File: config.mk
export PLATFORM = sky130hd
export DESIGN_NAME = mac_pipe
export DESIGN_NICKNAME = d
export VERILOG_FILES = /design/src/rtl/mac_pipe_pkg.sv /design/src/rtl/pipe_delay.sv /design/src/rtl/mac_pipe.sv
export SDC_FILE = /design/constraint.sdc
export NUM_CORES = 2
export LEC_CHECK = 0
export CAP_MARGIN = 20
export CORE_UTILIZATION = 35
export CTS_BUF_LIST = sky130_fd_sc_hd__clkbuf_8
export CTS_CLUSTER_SIZE = 30
export DETAILED_ROUTE_END_ITERATION = 10
export GPL_ROUTABILITY_DRIVEN = 1
export PLACE_DENSITY = 0.51
export SKIP_CTS_REPAIR_TIMING = 1
export SLEW_MARGIN = 20
export SYNTH_ARGS = -nofsm -noshare
export SYNTH_HDL_FRONTEND = slang
export SYNTH_HIERARCHICAL = 1
export SYNTH_SLANG_ARGS = --single-unit
File: constraint.sdc
create_clock -name clk -period 10.9 [get_ports clk]
set_input_delay 1.09 -clock clk [delete_from_list [all_inputs] [get_ports clk]]
set_output_delay 1.09 -clock clk [all_outputs]
set_load 0.01 [all_outputs]
File: src/rtl/mac_pipe_pkg.sv
// Shared encodings and legal parameter ranges for the mac_pipe slice.
// Latency: n/a (declarations only).
// Backpressure: n/a.
package mac_pipe_pkg;

  localparam int WIDTH_MIN   = 8;
  localparam int WIDTH_MAX   = 64;
  localparam int LATENCY_MIN = 2;
  localparam int LATENCY_MAX = 8;

  typedef enum logic {
    MODE_MUL = 1'b0,
    MODE_MAC = 1'b1
  } mode_e;

  function automatic bit params_legal(input int width, input int latency, input int signed_ops);
    return (width >= WIDTH_MIN) && (width <= WIDTH_MAX) &&
           (latency >= LATENCY_MIN) && (latency <= LATENCY_MAX) &&
           ((signed_ops == 0) || (signed_ops == 1));
  endfunction

endpackage

File: src/rtl/pipe_delay.sv
// Valid-qualified shift register: carries a data word and its valid bit DEPTH stages.
// Latency: DEPTH cycles (DEPTH=0 is a combinational pass-through).
// Backpressure: none; a new entry may enter every cycle, idle stages hold their data.
module pipe_delay #(
  parameter int WIDTH = 8,
  parameter int DEPTH = 1
) (
  input  logic             clk,
  input  logic             rst_n,
  input  logic             in_vld,
  input  logic [WIDTH-1:0] in_dat,
  output logic             out_vld,
  output logic [WIDTH-1:0] out_dat
);

  if (DEPTH == 0) begin : g_pass
    assign out_vld = in_vld;
    assign out_dat = in_dat;
  end else begin : g_regs
    logic [DEPTH-1:0] vld_d;
    logic [DEPTH-1:0] vld_q;
    logic [WIDTH-1:0] dat_d [DEPTH];
    logic [WIDTH-1:0] dat_q [DEPTH];

    // Valid bits shift every cycle; a data slot only loads when a valid entry moves into it.
    always_comb begin
      vld_d[0] = in_vld;
      dat_d[0] = in_vld ? in_dat : dat_q[0];
      for (int i = 1; i < DEPTH; i++) begin
        vld_d[i] = vld_q[i-1];
        dat_d[i] = vld_q[i-1] ? dat_q[i-1] : dat_q[i];
      end
    end

    // Stage registers; reset drops every in-flight entry.
    always_ff @(posedge clk or negedge rst_n) begin
      if (!rst_n) begin
        vld_q <= '0;
        for (int i = 0; i < DEPTH; i++) begin
          dat_q[i] <= '0;
        end
      end else begin
        vld_q <= vld_d;
        dat_q <= dat_d;
      end
    end

    assign out_vld = vld_q[DEPTH-1];
    assign out_dat = dat_q[DEPTH-1];
  end

endmodule

File: src/rtl/mac_pipe.sv
// Pipelined multiply / multiply-accumulate with wrap-around result and overflow flag.
// Latency: LATENCY cycles from issue (t=1) to out_valid; one issue per cycle.
// Backpressure: none; the pipe never stalls, results leave in issue order.
module mac_pipe
  import mac_pipe_pkg::*;
#(
  parameter int WIDTH   = 32,
  parameter int LATENCY = 3,
  parameter int SIGNED  = 1
) (
  input  logic             clk,
  input  logic             rst,
  input  logic             t,
  input  logic [WIDTH-1:0] a,
  input  logic [WIDTH-1:0] b,
  input  logic             mode,
  input  logic             acc_clr,
  output logic [WIDTH-1:0] out,
  output logic             out_valid,
  output logic             ovf
);

  if (!params_legal(WIDTH, LATENCY, SIGNED)) begin : g_bad_param
    $error("mac_pipe: WIDTH/LATENCY/SIGNED outside legal range");
  end

  localparam int PW       = 2 * WIDTH;
  localparam bit SIGNED_B = (SIGNED != 0);

  // Stage 1: capture operands and tags on issue.
  logic             s1_vld;
  logic [PW+1:0]    s1_dat;
  logic             s1_mode;
  logic             s1_clr;
  logic [WIDTH-1:0] s1_a;
  logic [WIDTH-1:0] s1_b;

  pipe_delay #(.WIDTH(PW + 2), .DEPTH(1)) u_opnd (
    .clk     (clk),
    .rst_n   (rst),
    .in_vld  (t),
    .in_dat  ({mode, acc_clr, a, b}),
    .out_vld (s1_vld),
    .out_dat (s1_dat)
  );

  assign {s1_mode, s1_clr, s1_a, s1_b} = s1_dat;

  // Full-width product; sign- or zero-extension makes the low 2*WIDTH bits exact either way.
  logic [PW-1:0] ext_a;
  logic [PW-1:0] ext_b;
  logic [PW-1:0] prod_full;

  // Extend operands to product width and multiply.
  always_comb begin
    ext_a     = {{WIDTH{s1_a[WIDTH-1] & SIGNED_B}}, s1_a};
    ext_b     = {{WIDTH{s1_b[WIDTH-1] & SIGNED_B}}, s1_b};
    prod_full = ext_a * ext_b;
  end

  // Middle stages: product travels with its mode/acc_clr tags up to the final stage.
  logic          fin_vld;
  logic [PW+1:0] fin_dat;
  logic          fin_mode;
  logic          fin_clr;
  logic [PW-1:0] fin_prod;

  pipe_delay #(.WIDTH(PW + 2), .DEPTH(LATENCY - 2)) u_prod (
    .clk     (clk),
    .rst_n   (rst),
    .in_vld  (s1_vld),
    .in_dat  ({s1_mode, s1_clr, prod_full}),
    .out_vld (fin_vld),
    .out_dat (fin_dat)
  );

  assign {fin_mode, fin_clr, fin_prod} = fin_dat;

  // Final stage state.
  logic [WIDTH-1:0] acc_d, acc_q;
  logic [WIDTH-1:0] out_d, out_q;
  logic             out_valid_d, out_valid_q;
  logic             ovf_d, ovf_q;

  logic [WIDTH-1:0] prod_lo;
  logic             prod_ovf;
  logic [WIDTH-1:0] acc_base;
  logic [WIDTH:0]   sum_ext;
  logic [WIDTH-1:0] sum;
  logic             add_ovf;

  // Truncate product, detect product/add overflow, and apply the tag-selected operation.
  always_comb begin
    prod_lo  = fin_prod[WIDTH-1:0];
    if (SIGNED_B) begin
      prod_ovf = (fin_prod[PW-1:WIDTH-1] != {(WIDTH+1){fin_prod[WIDTH-1]}});
    end else begin
      prod_ovf = |fin_prod[PW-1:WIDTH];
    end
    acc_base = fin_clr ? '0 : acc_q;
    sum_ext  = {1'b0, acc_base} + {1'b0, prod_lo};
    sum      = sum_ext[WIDTH-1:0];
    if (SIGNED_B) begin
      add_ovf = (acc_base[WIDTH-1] == prod_lo[WIDTH-1]) && (sum[WIDTH-1] != acc_base[WIDTH-1]);
    end else begin
      add_ovf = sum_ext[WIDTH];
    end

    out_d       = out_q;
    acc_d       = acc_q;
    ovf_d       = 1'b0;
    out_valid_d = fin_vld;
    if (fin_vld) begin
      if (mode_e'(fin_mode) == MODE_MAC) begin
        acc_d = sum;
        out_d = sum;
        ovf_d = prod_ovf | add_ovf;
      end else begin
        out_d = prod_lo;
        ovf_d = prod_ovf;
        if (fin_clr) begin
          acc_d = '0;
        end
      end
    end
  end

  // Output and accumulator registers, cleared asynchronously.
  always_ff @(posedge clk or negedge rst) begin
    if (!rst) begin
      acc_q       <= '0;
      out_q       <= '0;
      out_valid_q <= 1'b0;
      ovf_q       <= 1'b0;
    end else begin
      acc_q       <= acc_d;
      out_q       <= out_d;
      out_valid_q <= out_valid_d;
      ovf_q       <= ovf_d;
    end
  end

  assign out       = out_q;
  assign out_valid = out_valid_q;
  assign ovf       = ovf_q;

endmodule

After elaboration in Yosys (flattened, before gate mapping)
Index checks and enable logic that the tools add are counted.
{"block": "word_totals", "regBits": 200, "inputBits": 69, "out_inout_bits": 34, "elab_cells": 20}
{"block": "op_classes", "add_sub_neg": 1, "n_mul": 1, "n_eq_ne": 3, "muxes": 5, "bitwise": 1, "n_reduce_logical": 1}
{"cell": "32-bit two-way mux", "n": 3}
{"cell": "32-bit by 32-bit multiplier with 64-bit output", "n": 1}
{"cell": "32-bit adder", "n": 1}
{"cell": "32-bit inequality test", "n": 1}
{"cell": "1-bit two-way mux", "n": 2}
{"cell": "1-bit equality test", "n": 1}
{"cell": "1-bit logical AND", "n": 1}
{"cell": "1-bit inequality test", "n": 1}
{"cell": "1-bit bitwise OR", "n": 1}

Depth between registers and ports, before layout
{"block": "logic_depth", "depth_word": 7, "ltp_mapped": 32, "ltp_nobuf": 30}

Cells and area by module
Netlist, hierarchy kept.
{"module": "mac_pipe", "n_inst": 1, "cells_each": 4379, "area_each_um2": 40684.0, "seq_area_each_um2": 1651.6}
{"module": "pipe_delay", "n_inst": 2, "cells_each": 140, "area_each_um2": 2636.3, "seq_area_each_um2": 1676.6}

Worst setup path before layout
Ideal clock, no wire load.
{"block": "synth_path", "path_type": "register to register", "from": "register u_opnd.g_regs.dat_q (netlist bit u_opnd/out_dat[63])", "to": "register u_prod.g_regs.dat_q (netlist bit u_prod/out_dat[63])", "setup_time_ns": 0.125, "arrival_ns": 7.933, "required_time_ns": 10.775, "slack_ns": 2.842, "path_stages_with_launch": 27, "n_path_buf": 1, "period_less_slack_ns": 8.058, "cell_sequence": "dfrtp_1 > clkbuf_1 > nand2_1 > inv_1 > fa_1 > inv_1 > fa_1 > inv_1 > fa_1 > fa_1 > inv_1 > fa_1 > fa_1 > fa_1 > fa_1 > inv_1 > ha_1 > a21oi_1 > o21bai_1 > a21oi_1 > o21ai_0 > o31a_1 > and2_1 > a211oi_1 > nand2b_1 > o211ai_1 > mux2_2"}
{"block": "synth_between", "elab_chain_cells": 1}
{"element": "from (decl)", "line_no": "pipe_delay.sv:23", "source": "logic [WIDTH-1:0] dat_q [DEPTH];"}
{"element": "from (signal assigned)", "line_no": "pipe_delay.sv:44", "source": "dat_q <= dat_d;"}
{"element": "32-bit by 32-bit multiplier with 64-bit output", "line_no": "mac_pipe.sv:58", "source": "prod_full = ext_a * ext_b;"}
{"element": "named net prod_full[63]", "line_no": "mac_pipe.sv:52", "source": "logic [PW-1:0] prod_full;"}
{"element": "to (signal assigned)", "line_no": "pipe_delay.sv:44"}
{"element": "to (decl)", "line_no": "pipe_delay.sv:23"}
The timed path passes the listed nets, and every way through them passes these cells.
A chain may end at the register's enable or synchronous reset.

Final worst setup path
{"block": "layout_path", "from": "register u_opnd.g_regs.dat_q (netlist bit u_opnd/out_dat[5])", "to": "register u_prod.g_regs.dat_q (netlist bit u_prod/out_dat[63])"}
The elaborated chain is that of the path after synthesis.

==> reports/summary.txt <==
Number of register bits inferred by synthesis: 200
Register area: 5030 um2
Global-route total usage across every layer: 0.203
Layout net count: 5970
Number of top-level pins: 103
First-pass detailed-route iteration total: 7
Prevailing post-synth register cell: sky130_fd_sc_hd__dfrtp_1
Core outline area: 130000 um2
Die height: 364 um
CTS tree: done
Sink count of the clock tree: 200
Via count of the first global-routing pass: 34900
Highest Clock Rate: 0.114 GHz
WL/cell: 19.8 um
Worst Hold Class: in -> async
H-tree depth: 4
Wire length of the first global-routing pass: 206000 um
Proportion of netlist area held by the largest area contributor: 0.472
Type of the setup path with the least slack: reg -> reg
Clock root buffer master: sky130_fd_sc_hd__clkbuf_8
Congestion Overflow GR: 0
Area of the die: 133000 um2
Horizontal die dimension: 364 um
Unrepaired setup endpoints after global routing: no
Status: finished clean
Count of fill cells added during filler insertion: 13200
Detailed-route DRC error count: 0
Type of origin of the critical path: flip-flop
Transition time at the pin with the least slew margin: 1.06 ns
Total of endpoints with negative setup slack in the final report: 0
Number of warnings issued by yosys: 6
# Max-Cap Violations: 0
Netlist area before placement: 46000 um2
Area contributors post-synth: sky130_fd_sc_hd__fa_1 47%, sky130_fd_sc_hd__dfrtp_1 11%, sky130_fd_sc_hd__inv_1 7.9%
Vias post-DR: 31000
Min Tclk post-route: 8.76 ns
Arrival time of data at the critical path endpoint: 9.31 ns
Initial standard-cell utilization of the core: 0.354
CP max FO: 16
Detailed placer's ending HPWL: 102000 um
Synthesized netlist net count: 6026
R2R Setup Slk: 2.14 ns
Site row count: 132
Cell taking the most area after synthesis: sky130_fd_sc_hd__fa_1
Initial antenna violation count: 6
Number of distinct library cells after synthesis: 67
Cts bufs inserted: 17
Clock Tree Buf Depth: 2
Worst Skew: 0.0449 ns
Antenna Violating Nets Remaining: 0
Period Utilization, post-route: 0.804
Number of DRC violations after detailed-routing iteration 0: 1672
Per-cell via count in the routed design: 4.87
Ys async rst share: 1.00
Synthesized instance count: 4659
Reg clk slew, reported paths: 0.14 ns
Clock insertion delay at the later pin of the skew report: 0.65 ns
Worst relative slew slack: 0.292
Post-synth top cells: 1083 x sky130_fd_sc_hd__fa_1, 969 x sky130_fd_sc_hd__inv_1, 547 x sky130_fd_sc_hd__nand2_1, 509 x sky130_fd_sc_hd__and2_1, 224 x sky130_fd_sc_hd__clkbuf_1
Maximum number of pins on one net before global-route repair: 98
Required time of the worst setup path: 11.44 ns
Number of max-slew violations in the final report: 0
Fraction of layout instances using a drive strength above 1: 0.0565
Avg Synthesized Cell Area: 9.86 um2
Number of I/O port buffers: 102
Area grow syn2layout: 6.88%
Final weighted congestion of routability-driven global placement: 0.876
Final Hold Violating Endpoints: 0
Summed negative setup slack over all endpoints: 0 ns
Area taken by multi-input logic gates: 36300 um2
Number of synthesized flops with an enable pin: 0
Share of synthesized area occupied by flip-flops and latches: 0.109
Cell with the most instances after synthesis: sky130_fd_sc_hd__fa_1
Routed Wire Length: 126000 um
Critical path capture point type: flip-flop
==> cell families (layout without fill, tap and decap cells) <==
group | Yosys count | count (layout) | synth area share
fa+ha+maj | 1298 | 1298 | 0.530
flops | 200 | 200 | 0.109
buf+inv | 1212 | 1169 | 0.101
mux | 153 | 153 | 0.0435
xor+xnor | 98 | 98 | 0.0187
compound gates | 374 | 374 | 0.0535
simple gates | 1324 | 1324 | 0.144
other cells | 0 | 1 | 0
==> flip-flops by register name, summed over array words and instances (netlist names) <==
name	count
u_opnd/out_vld	1
acc_q	32
ovf	1
out_valid	1
out	32
u_opnd/out_dat	66
u_prod/out_dat	66
u_prod/out_vld	1
==> per-stage QoR <==
stage / cells / setup WS (ns) / util / hold slack (ns) / cell area (um2)
after global placement: 6326 / 2.01 / 0.375 / 0.454 / 48700
after CTS: 6358 / 1.89 / 0.378 / 0.434 / 49100
after floorplan: 4659 / 2.84 / - / 0.372 / 46000
after detailed placement: 6326 / 1.96 / 0.375 / 0.459 / 48700
after global routing: 6359 / 1.58 / 0.378 / 0.448 / 49100
final: 6359 / 2.14 / 0.378 / 0.384 / 49100
==> worst paths after layout <==
check	start	to	depth (start not counted)
worst max-delay path	u_opnd/out_dat[5]	u_prod/out_dat[63]	26
min in group clk	acc_q[30]	acc_q[30]	2
max in group asynchronous	rst	u_opnd/out_dat[47]	2
worst min-delay path	rst	u_opnd/out_dat[30]	1
worst min register to register	acc_q[30]	acc_q[30]	2
worst max register to register	u_opnd/out_dat[5]	u_prod/out_dat[63]	26
==> critical path: stages (launching register included) <==
cell and delay, ns:
sky130_fd_sc_hd__dfrtp_1 0.73, sky130_fd_sc_hd__nand2_1 0.23, sky130_fd_sc_hd__inv_1 0.14, sky130_fd_sc_hd__fa_1 0.46, sky130_fd_sc_hd__inv_1 0.23, sky130_fd_sc_hd__fa_1 0.45, sky130_fd_sc_hd__inv_1 0.22, sky130_fd_sc_hd__fa_1 0.51
sky130_fd_sc_hd__fa_2 0.56, sky130_fd_sc_hd__buf_4 0.27, sky130_fd_sc_hd__inv_1 0.13, sky130_fd_sc_hd__fa_1 0.50, sky130_fd_sc_hd__fa_1 0.57, sky130_fd_sc_hd__fa_1 0.43, sky130_fd_sc_hd__fa_1 0.51, sky130_fd_sc_hd__inv_1 0.04
sky130_fd_sc_hd__ha_1 0.35, sky130_fd_sc_hd__a21oi_1 0.25, sky130_fd_sc_hd__o21bai_1 0.10, sky130_fd_sc_hd__a21oi_1 0.24, sky130_fd_sc_hd__nor3b_1 0.24, sky130_fd_sc_hd__nand3_1 0.13, sky130_fd_sc_hd__and2_1 0.26, sky130_fd_sc_hd__a211oi_1 0.47
sky130_fd_sc_hd__nand2b_1 0.23, sky130_fd_sc_hd__o211ai_1 0.11, sky130_fd_sc_hd__mux2_2 0.29
==> layout by cell type, fill, tap and decap left out, types with 6 or more instances in the layout <==
cell                              count
sky130_fd_sc_hd__nor3_1              22
sky130_fd_sc_hd__mux2_2              53
sky130_fd_sc_hd__xor2_1              27
sky130_fd_sc_hd__and2_1             509
sky130_fd_sc_hd__a211oi_1            14
sky130_fd_sc_hd__nand2_1            547
sky130_fd_sc_hd__a21oi_1            118
sky130_fd_sc_hd__nand2b_1            19
sky130_fd_sc_hd__clkdlybuf4s50_1    100
sky130_fd_sc_hd__clkinv_8             6
sky130_fd_sc_hd__dfrtp_1            184
sky130_fd_sc_hd__o21bai_1            19
sky130_fd_sc_hd__o21a_1               8
sky130_fd_sc_hd__dfrtp_2             15
sky130_fd_sc_hd__buf_4               66
sky130_fd_sc_hd__a21o_1              47
sky130_fd_sc_hd__nor4_1               8
sky130_fd_sc_hd__inv_1              970
sky130_fd_sc_hd__nand4_1             20
sky130_fd_sc_hd__nor2b_1             42
sky130_fd_sc_hd__mux2_4              80
sky130_fd_sc_hd__o21ai_1              9
sky130_fd_sc_hd__o211ai_1             6
sky130_fd_sc_hd__and3_1              17
sky130_fd_sc_hd__a22o_1              24
sky130_fd_sc_hd__xnor2_1             71
sky130_fd_sc_hd__fa_1              1082
sky130_fd_sc_hd__clkbuf_8            17
sky130_fd_sc_hd__o21ai_0             58
sky130_fd_sc_hd__a31oi_1             19
sky130_fd_sc_hd__nand3_1             19
sky130_fd_sc_hd__mux2i_1             20
sky130_fd_sc_hd__nor2_1             102
sky130_fd_sc_hd__or3_1                8
sky130_fd_sc_hd__ha_1               215
==> layout make-up <==
cell class                      count  share of cell area
Antenna cell                        1           0.0000509
Timing Repair Buffer              167              0.0308
Inverter                          970              0.0741
Clock inverter                     15             0.00390
Clock buffer                       17             0.00476
Sequential cell                   200               0.102
Multi-Input combinational cell   3247               0.740
Tap cell                         1742              0.0444
==> per-layer routing <==
layer | GRT usage | vias up | wire length (um)
met4 | 0.0515 | 2 | 2970
met2 | 0.369 | 487 | 66100
li1 | - | 13800 | -
met5 | 0 | - | 8
met3 | 0.0207 | 107 | 3490
met1 | 0.257 | 16600 | 53300
Power is left out: the tool's default activity adds up to more than one toggle a clock period on the data nets, which glitch-free logic cannot reach.
